<file path="config.mk">
export PLATFORM = sky130hd
export DESIGN_NAME = fu_complete_buffer
export DESIGN_NICKNAME = d
export VERILOG_FILES = /design/src/rtl/fu_complete_buffer_pkg.sv /design/src/rtl/fu_result_fifo.sv /design/src/rtl/fu_complete_buffer.sv
export SDC_FILE = /design/constraint.sdc
export NUM_CORES = 1
export LEC_CHECK = 0
export ABC_AREA = 1
export BUFFER_PORTS_ARGS = -buffer_cell sky130_fd_sc_hd__buf_2
export CAP_MARGIN = 0
export CELL_PAD_IN_SITES_DETAIL_PLACEMENT = 0
export CELL_PAD_IN_SITES_GLOBAL_PLACEMENT = 1
export CORE_AREA = 2 2 284 286
export CTS_BUF_LIST = sky130_fd_sc_hd__clkbuf_16
export DETAILED_ROUTE_END_ITERATION = 12
export DIE_AREA = 0 0 286 288
export GPL_TIMING_DRIVEN = 0
export PLACE_DENSITY_LB_ADDON = 0.25
export SLEW_MARGIN = 25
export SYNTH_ARGS = -nofsm -noshare
export SYNTH_HDL_FRONTEND = slang
export SYNTH_SLANG_ARGS = --single-unit
</file>
<file path="constraint.sdc">
create_clock -name clk -period 3.7 [get_ports clk]
set_clock_uncertainty 0.15 [all_clocks]
set_input_delay 0.74 -clock clk [delete_from_list [all_inputs] [get_ports clk]]
set_output_delay 0.74 -clock clk [all_outputs]
set_load 0.02 [all_outputs]
</file>
<file path="src/rtl/fu_complete_buffer_pkg.sv">
// Shared execute/complete definitions (sys_defs): FU result packet, per-lane state packet
// and the FU lane order. Lane 0 is alu_1, so alu_1 is the least-significant state bit.
package sys_defs;

    localparam int unsigned FU_NUM = 8;

    typedef enum logic [2:0] {
        FuAlu1    = 3'd0,
        FuAlu2    = 3'd1,
        FuAlu3    = 3'd2,
        FuMult1   = 3'd3,
        FuMult2   = 3'd4,
        FuBranch1 = 3'd5,
        FuLoad1   = 3'd6,
        FuStore1  = 3'd7
    } fu_lane_e;

    typedef struct packed {
        logic        valid;
        logic [4:0]  prs;
        logic [31:0] dest_value;
        logic [4:0]  rob_entry;
    } FU_COMPLETE_PACKET;

    // Field order is MSB-first, so the last field (alu_1) lands on bit 0.
    typedef struct packed {
        logic store_1;
        logic load_1;
        logic branch_1;
        logic mult_2;
        logic mult_1;
        logic alu_3;
        logic alu_2;
        logic alu_1;
    } FU_STATE_PACKET;

endpackage

</file>
<file path="src/rtl/fu_result_fifo.sv">
// Single-lane in-order result FIFO. Storage is not reset; the consumer masks by count.
module fu_result_fifo #(
    parameter int unsigned DEPTH = 2,
    parameter type         pkt_t = logic
) (
    input  logic                         clk,
    input  logic                         rst,
    input  logic                         clear,
    input  logic                         push,
    input  logic                         pop,
    input  pkt_t                         din,
    output pkt_t                         head,
    output logic [$clog2(DEPTH+1)-1:0]   count
);

    localparam int unsigned PW = (DEPTH > 1) ? $clog2(DEPTH) : 1;
    localparam int unsigned CW = $clog2(DEPTH + 1);

    pkt_t          mem [DEPTH];
    logic [PW-1:0] wr_ptr_q, wr_ptr_d;
    logic [PW-1:0] rd_ptr_q, rd_ptr_d;
    logic [CW-1:0] count_q, count_d;

    function automatic logic [PW-1:0] ptr_inc(input logic [PW-1:0] ptr);
        return (ptr == PW'(DEPTH - 1)) ? '0 : ptr + 1'b1;
    endfunction

    always_comb begin
        wr_ptr_d = wr_ptr_q;
        rd_ptr_d = rd_ptr_q;
        count_d  = count_q;
        if (clear) begin
            wr_ptr_d = '0;
            rd_ptr_d = '0;
            count_d  = '0;
        end else begin
            if (push) wr_ptr_d = ptr_inc(wr_ptr_q);
            if (pop)  rd_ptr_d = ptr_inc(rd_ptr_q);
            count_d = count_q + CW'(push) - CW'(pop);
        end
    end

    always_ff @(posedge clk or posedge rst) begin
        if (rst) begin
            wr_ptr_q <= '0;
            rd_ptr_q <= '0;
            count_q  <= '0;
        end else begin
            wr_ptr_q <= wr_ptr_d;
            rd_ptr_q <= rd_ptr_d;
            count_q  <= count_d;
        end
    end

    always_ff @(posedge clk) begin
        if (push && !clear) mem[wr_ptr_q] <= din;
    end

    assign head  = mem[rd_ptr_q];
    assign count = count_q;

endmodule

</file>
<file path="src/rtl/fu_complete_buffer.sv">
// Per-FU result buffering between the functional units and complete_stage: one FIFO per
// lane, head presented with valid forced on, squash flushing every lane at the next edge.
module fu_complete_buffer
    import sys_defs::*;
#(
    parameter int unsigned NUM_FU = FU_NUM,
    parameter int unsigned DEPTH  = 2
) (
    input  logic                                clk,
    input  logic                                rst,
    input  logic                                squash,
    input  logic [NUM_FU-1:0]                   fu_valid,
    input  FU_COMPLETE_PACKET [NUM_FU-1:0]      fu_pkts,
    output logic [NUM_FU-1:0]                   fu_ready,
    output FU_STATE_PACKET                      cs_fu_done_flags,
    output FU_COMPLETE_PACKET [NUM_FU-1:0]      cs_fu_complete_pkts,
    input  FU_STATE_PACKET                      cs_stall_mask,
    output logic [NUM_FU*$clog2(DEPTH+1)-1:0]   lane_count
);

    localparam int unsigned CW = $clog2(DEPTH + 1);

    logic [NUM_FU-1:0] stall_vec;
    logic [NUM_FU-1:0] done_vec;

    assign stall_vec        = cs_stall_mask;
    assign cs_fu_done_flags = done_vec;

    for (genvar i = 0; i < NUM_FU; i++) begin : g_lane
        logic [CW-1:0]     count;
        logic              push;
        logic              pop;
        FU_COMPLETE_PACKET head;
        FU_COMPLETE_PACKET pkt_out;

        // Ready comes from the registered count only, so a full lane stays not-ready
        // even in a cycle where it pops.
        assign fu_ready[i] = (count < CW'(DEPTH));
        assign done_vec[i] = (count != '0);
        assign push        = fu_valid[i] & fu_ready[i];
        assign pop         = done_vec[i] & ~stall_vec[i];

        fu_result_fifo #(
            .DEPTH (DEPTH),
            .pkt_t (FU_COMPLETE_PACKET)
        ) u_fifo (
            .clk   (clk),
            .rst   (rst),
            .clear (squash),
            .push  (push),
            .pop   (pop),
            .din   (fu_pkts[i]),
            .head  (head),
            .count (count)
        );

        always_comb begin
            pkt_out = '0;
            if (done_vec[i]) begin
                pkt_out       = head;
                pkt_out.valid = 1'b1;
            end
        end

        assign cs_fu_complete_pkts[i]  = pkt_out;
        assign lane_count[i*CW +: CW]  = count;
    end

endmodule
</file>
==> impl_metrics.toml <==
[layout]
final_nets = 3309
final_cells = 4070
final_layout_size_suffix_gt1_share_pct = 41.0
synthToLayoutAreaGrowth_pct = 29.6

[cts]
holdBufCountCts = 1
clk_pin_slew_ns = 0.06
cts_setup_buffers = 0
worstSkewPairLatency_ns = 0.61
cts_root_buffer = "clkbuf_16"
post_cts_resized = 0
cts_max_level = 3
cts_buffers = 79
cts.sinks = 704
cts_max_path_buffers = 3
cts_tree = "yes"

[global_route]
antenna_found_initial = 34
grt_pass1_vias = 19000
grt_pass1_wl_mm = 115
grt_usage_pct = 18.6
grt.overflow.total = 0
grt_max_degree = 25

[placed_design]
port_buffers = 730
dp_cells = 3908
hpwl_mm = 59.6
gp_congestion = 0.847

[setup_path]
path_common_cell = "buf_2"
crit_path_cell_trace = "nor2_2 -> buf_2 -> a21oi_1 -> buf_2"
path_max_fanout = 10
worstPathArrival_ns = 2.03
required_ns = 2.81
setup.worst_path.end_class = "primary output"
slowest_delay_ns = 0.41
slowest_stage = "nor2_2"
worst-setup-path-type = "reg2out"
crit_buf_inv = 2
crit_family = "buffers and inverters"
cp-start-kind = "register"

[logic_synthesis]
yosys_most_used_dff = "edfxtp_1"
ys_async_sr_fraction_pct = 4.55
ys_ff_latch = 704
synth_edf_count = 672
syn-cell-area_um2 = 28200
ys_types = 22
synth_area_leader_cell = "edfxtp_1"
synth_top_area_share_pct = 71.5
synthesis.nets = 2457
ys_top_cells_by_count = "edfxtp_1 (672), nand2_1 (638), a21oi_1 (243), a21oi_2 (101), nand2_2 (90)"
ys_top_cells_by_area = "edfxtp_1 (72%), nand2_1 (8.5%), a21oi_1 (4.3%)"
syn_inst = 2078
yosys.cell_count.top_type = "edfxtp_1"
yosysSeqAreaShare_pct = 74.4
ys_warn_count = 0
avgSynthCellArea_um2 = 13.6

[power]
power_density_nw_per_um2 = 769
vdd_drop_max_mv = 0.404
p_leak_nw = 14.9

[timing]
tightest_slew_ns = 0.745
timing_hold_violations_final = 0
rsz0062_at_grt = "false"
drv_slew = 0
whs_ns = 0.166
final.min_clock_period_ns = 2.92
tns_ns = 0
setup_violations = 0
relSlewSlack_pct = 50.2
fmax_ghz = 0.342
final.period_utilization_pct = 79.0

[routing]
drtPass1Iterations = 5
routedWlPerCell_um = 19.5
drc = 0
drtAntennaViolNets = 0
via_count = 18700
viasPerCell = 4.60
wl_mm = 79.6
drtIter0Drc = 921

[die]
dieHeight_um = 288
fp-row-count = 104
num_io_pins = 739
fp.dieW_um = 286
core_area_um2 = 79600
start_util_pct = 35.4
dieArea_um2 = 82400

[worst_hold_path]
min_path_type = "in2reg"

[status]
outcome = "completed"

[job]
maxCapViolCount = 0
where the power goes:
part	total [mW]	internal [mW]	leakage (nW)	switching, mW
combinational	10.7	3.35	7.02	7.35
sequential	9.93	9.64	6.57	0.293
clock	7.50	4.41	1.30	3.09
per-layer routing:
layer  GRT usage, %  up-vias  routed length [µm]
met2           33.2      607               41500
met5              0        -                 187
met3           6.35      168                6420
li1               -     8992                   -
met4           8.14       28                2660
met1           19.9     8937               28800
worst reg2reg max path, delay by kind of cell, from the launching register on:
kind	cells	cell delay, ns
flip-flops	1	0.43
buffers and inverters	5	0.87
AND/OR/NAND/NOR	2	0.68
cells by family (layout without fill, tap and decap cells):
kind of cell    count (synthesis)  after routing  share of synthesized area, %
other cells                     0             19                             0
simple gates                  816            816                          12.0
compound gates                352            352                          7.59
buf+inv                       190           1103                          5.40
flops                         704            704                          74.4
fa+ha+maj                      16             16                         0.709
registers in the layout, indices dropped and copies added (netlist names):
| signal | cells |
|---|---|
| g_lane.u_fifo.rd_ptr_q | 8 |
| g_lane.u_fifo.wr_ptr_q | 8 |
| g_lane.u_fifo.mem | 672 |
| g_lane.u_fifo.count | 16 |
cells in the final DEF, fill, tap and decap left out:
| master | Yosys | routed |
|---|---|---|
| nand2_1 | 638 | 638 |
| buf_2 | 22 | 752 |
| inv_8 | 3 | 3 |
| nor2_4 | 5 | 15 |
| bufinv_16 | 0 | 7 |
| nor3_4 | 0 | 4 |
| o21ai_1 | 8 | 8 |
| nor3_2 | 0 | 2 |
| diode_2 | 0 | 19 |
| nand2_2 | 90 | 90 |
| clkinvlp_4 | 0 | 3 |
| a21oi_1 | 243 | 243 |
| buf_6 | 69 | 80 |
| clkinv_8 | 0 | 1 |
| dlygate4sd3_1 | 0 | 1 |
| inv_2 | 4 | 5 |
| ha_1 | 16 | 16 |
| inv_6 | 5 | 9 |
| clkbuf_16 | 0 | 80 |
| clkinv_1 | 0 | 10 |
| nand3_1 | 24 | 24 |
| a21oi_2 | 101 | 101 |
| dfrtp_1 | 32 | 32 |
| nor2_2 | 4 | 4 |
| nor2_1 | 49 | 39 |
| buf_16 | 0 | 12 |
| buf_12 | 8 | 13 |
| clkinv_2 | 0 | 17 |
| inv_1 | 62 | 81 |
| buf_8 | 3 | 9 |
| edfxtp_1 | 672 | 672 |
| buf_4 | 14 | 20 |
per-stage QoR:
stage               power (mW)  setup slack (ns)  util [%]  cell area [µm²]
CTS                       28.5             0.641      45.8            36500
global placement          20.6             -3.06      41.7            33200
finish                    28.1             0.778      45.9            36600
global route              29.5             0.604      45.9            36600
detailed placement        20.9             0.501      42.7            34000
floorplan                 16.8            -0.764         -            28200
final cells by class:
type                       count  area [µm²]
antenna                       19        47.5
buffer                       116        1200
clock buffer                  80        2000
clock inverter                62         482
fill                        7320       43100
inverter                      74         325
multi-input combinational   1184        5840
sequential                   704       21000
tap                         1060        1330
timing repair buffer         771        4350
worst paths after layout:
check                                          start                           to  slack [ns]  depth (start not counted)
setup / recovery           g_lane[5].u_fifo.count[0]     cs_fu_complete_pkts[248]        0.78                          4
hold / removal                          fu_pkts[114]  g_lane[2].u_fifo.mem[0][28]        0.17                          1
setup reg to reg           g_lane[7].u_fifo.count[1]  g_lane[7].u_fifo.mem[1][16]        1.30                          7
hold reg to reg            g_lane[4].u_fifo.wr_ptr_q    g_lane[4].u_fifo.wr_ptr_q        0.37                          2
max in group asynchronous                        rst    g_lane[7].u_fifo.count[1]        2.40                          4
min in group asynchronous                        rst    g_lane[6].u_fifo.rd_ptr_q        0.54                          3
No activity file was read; power rests on OpenSTA's default activity.
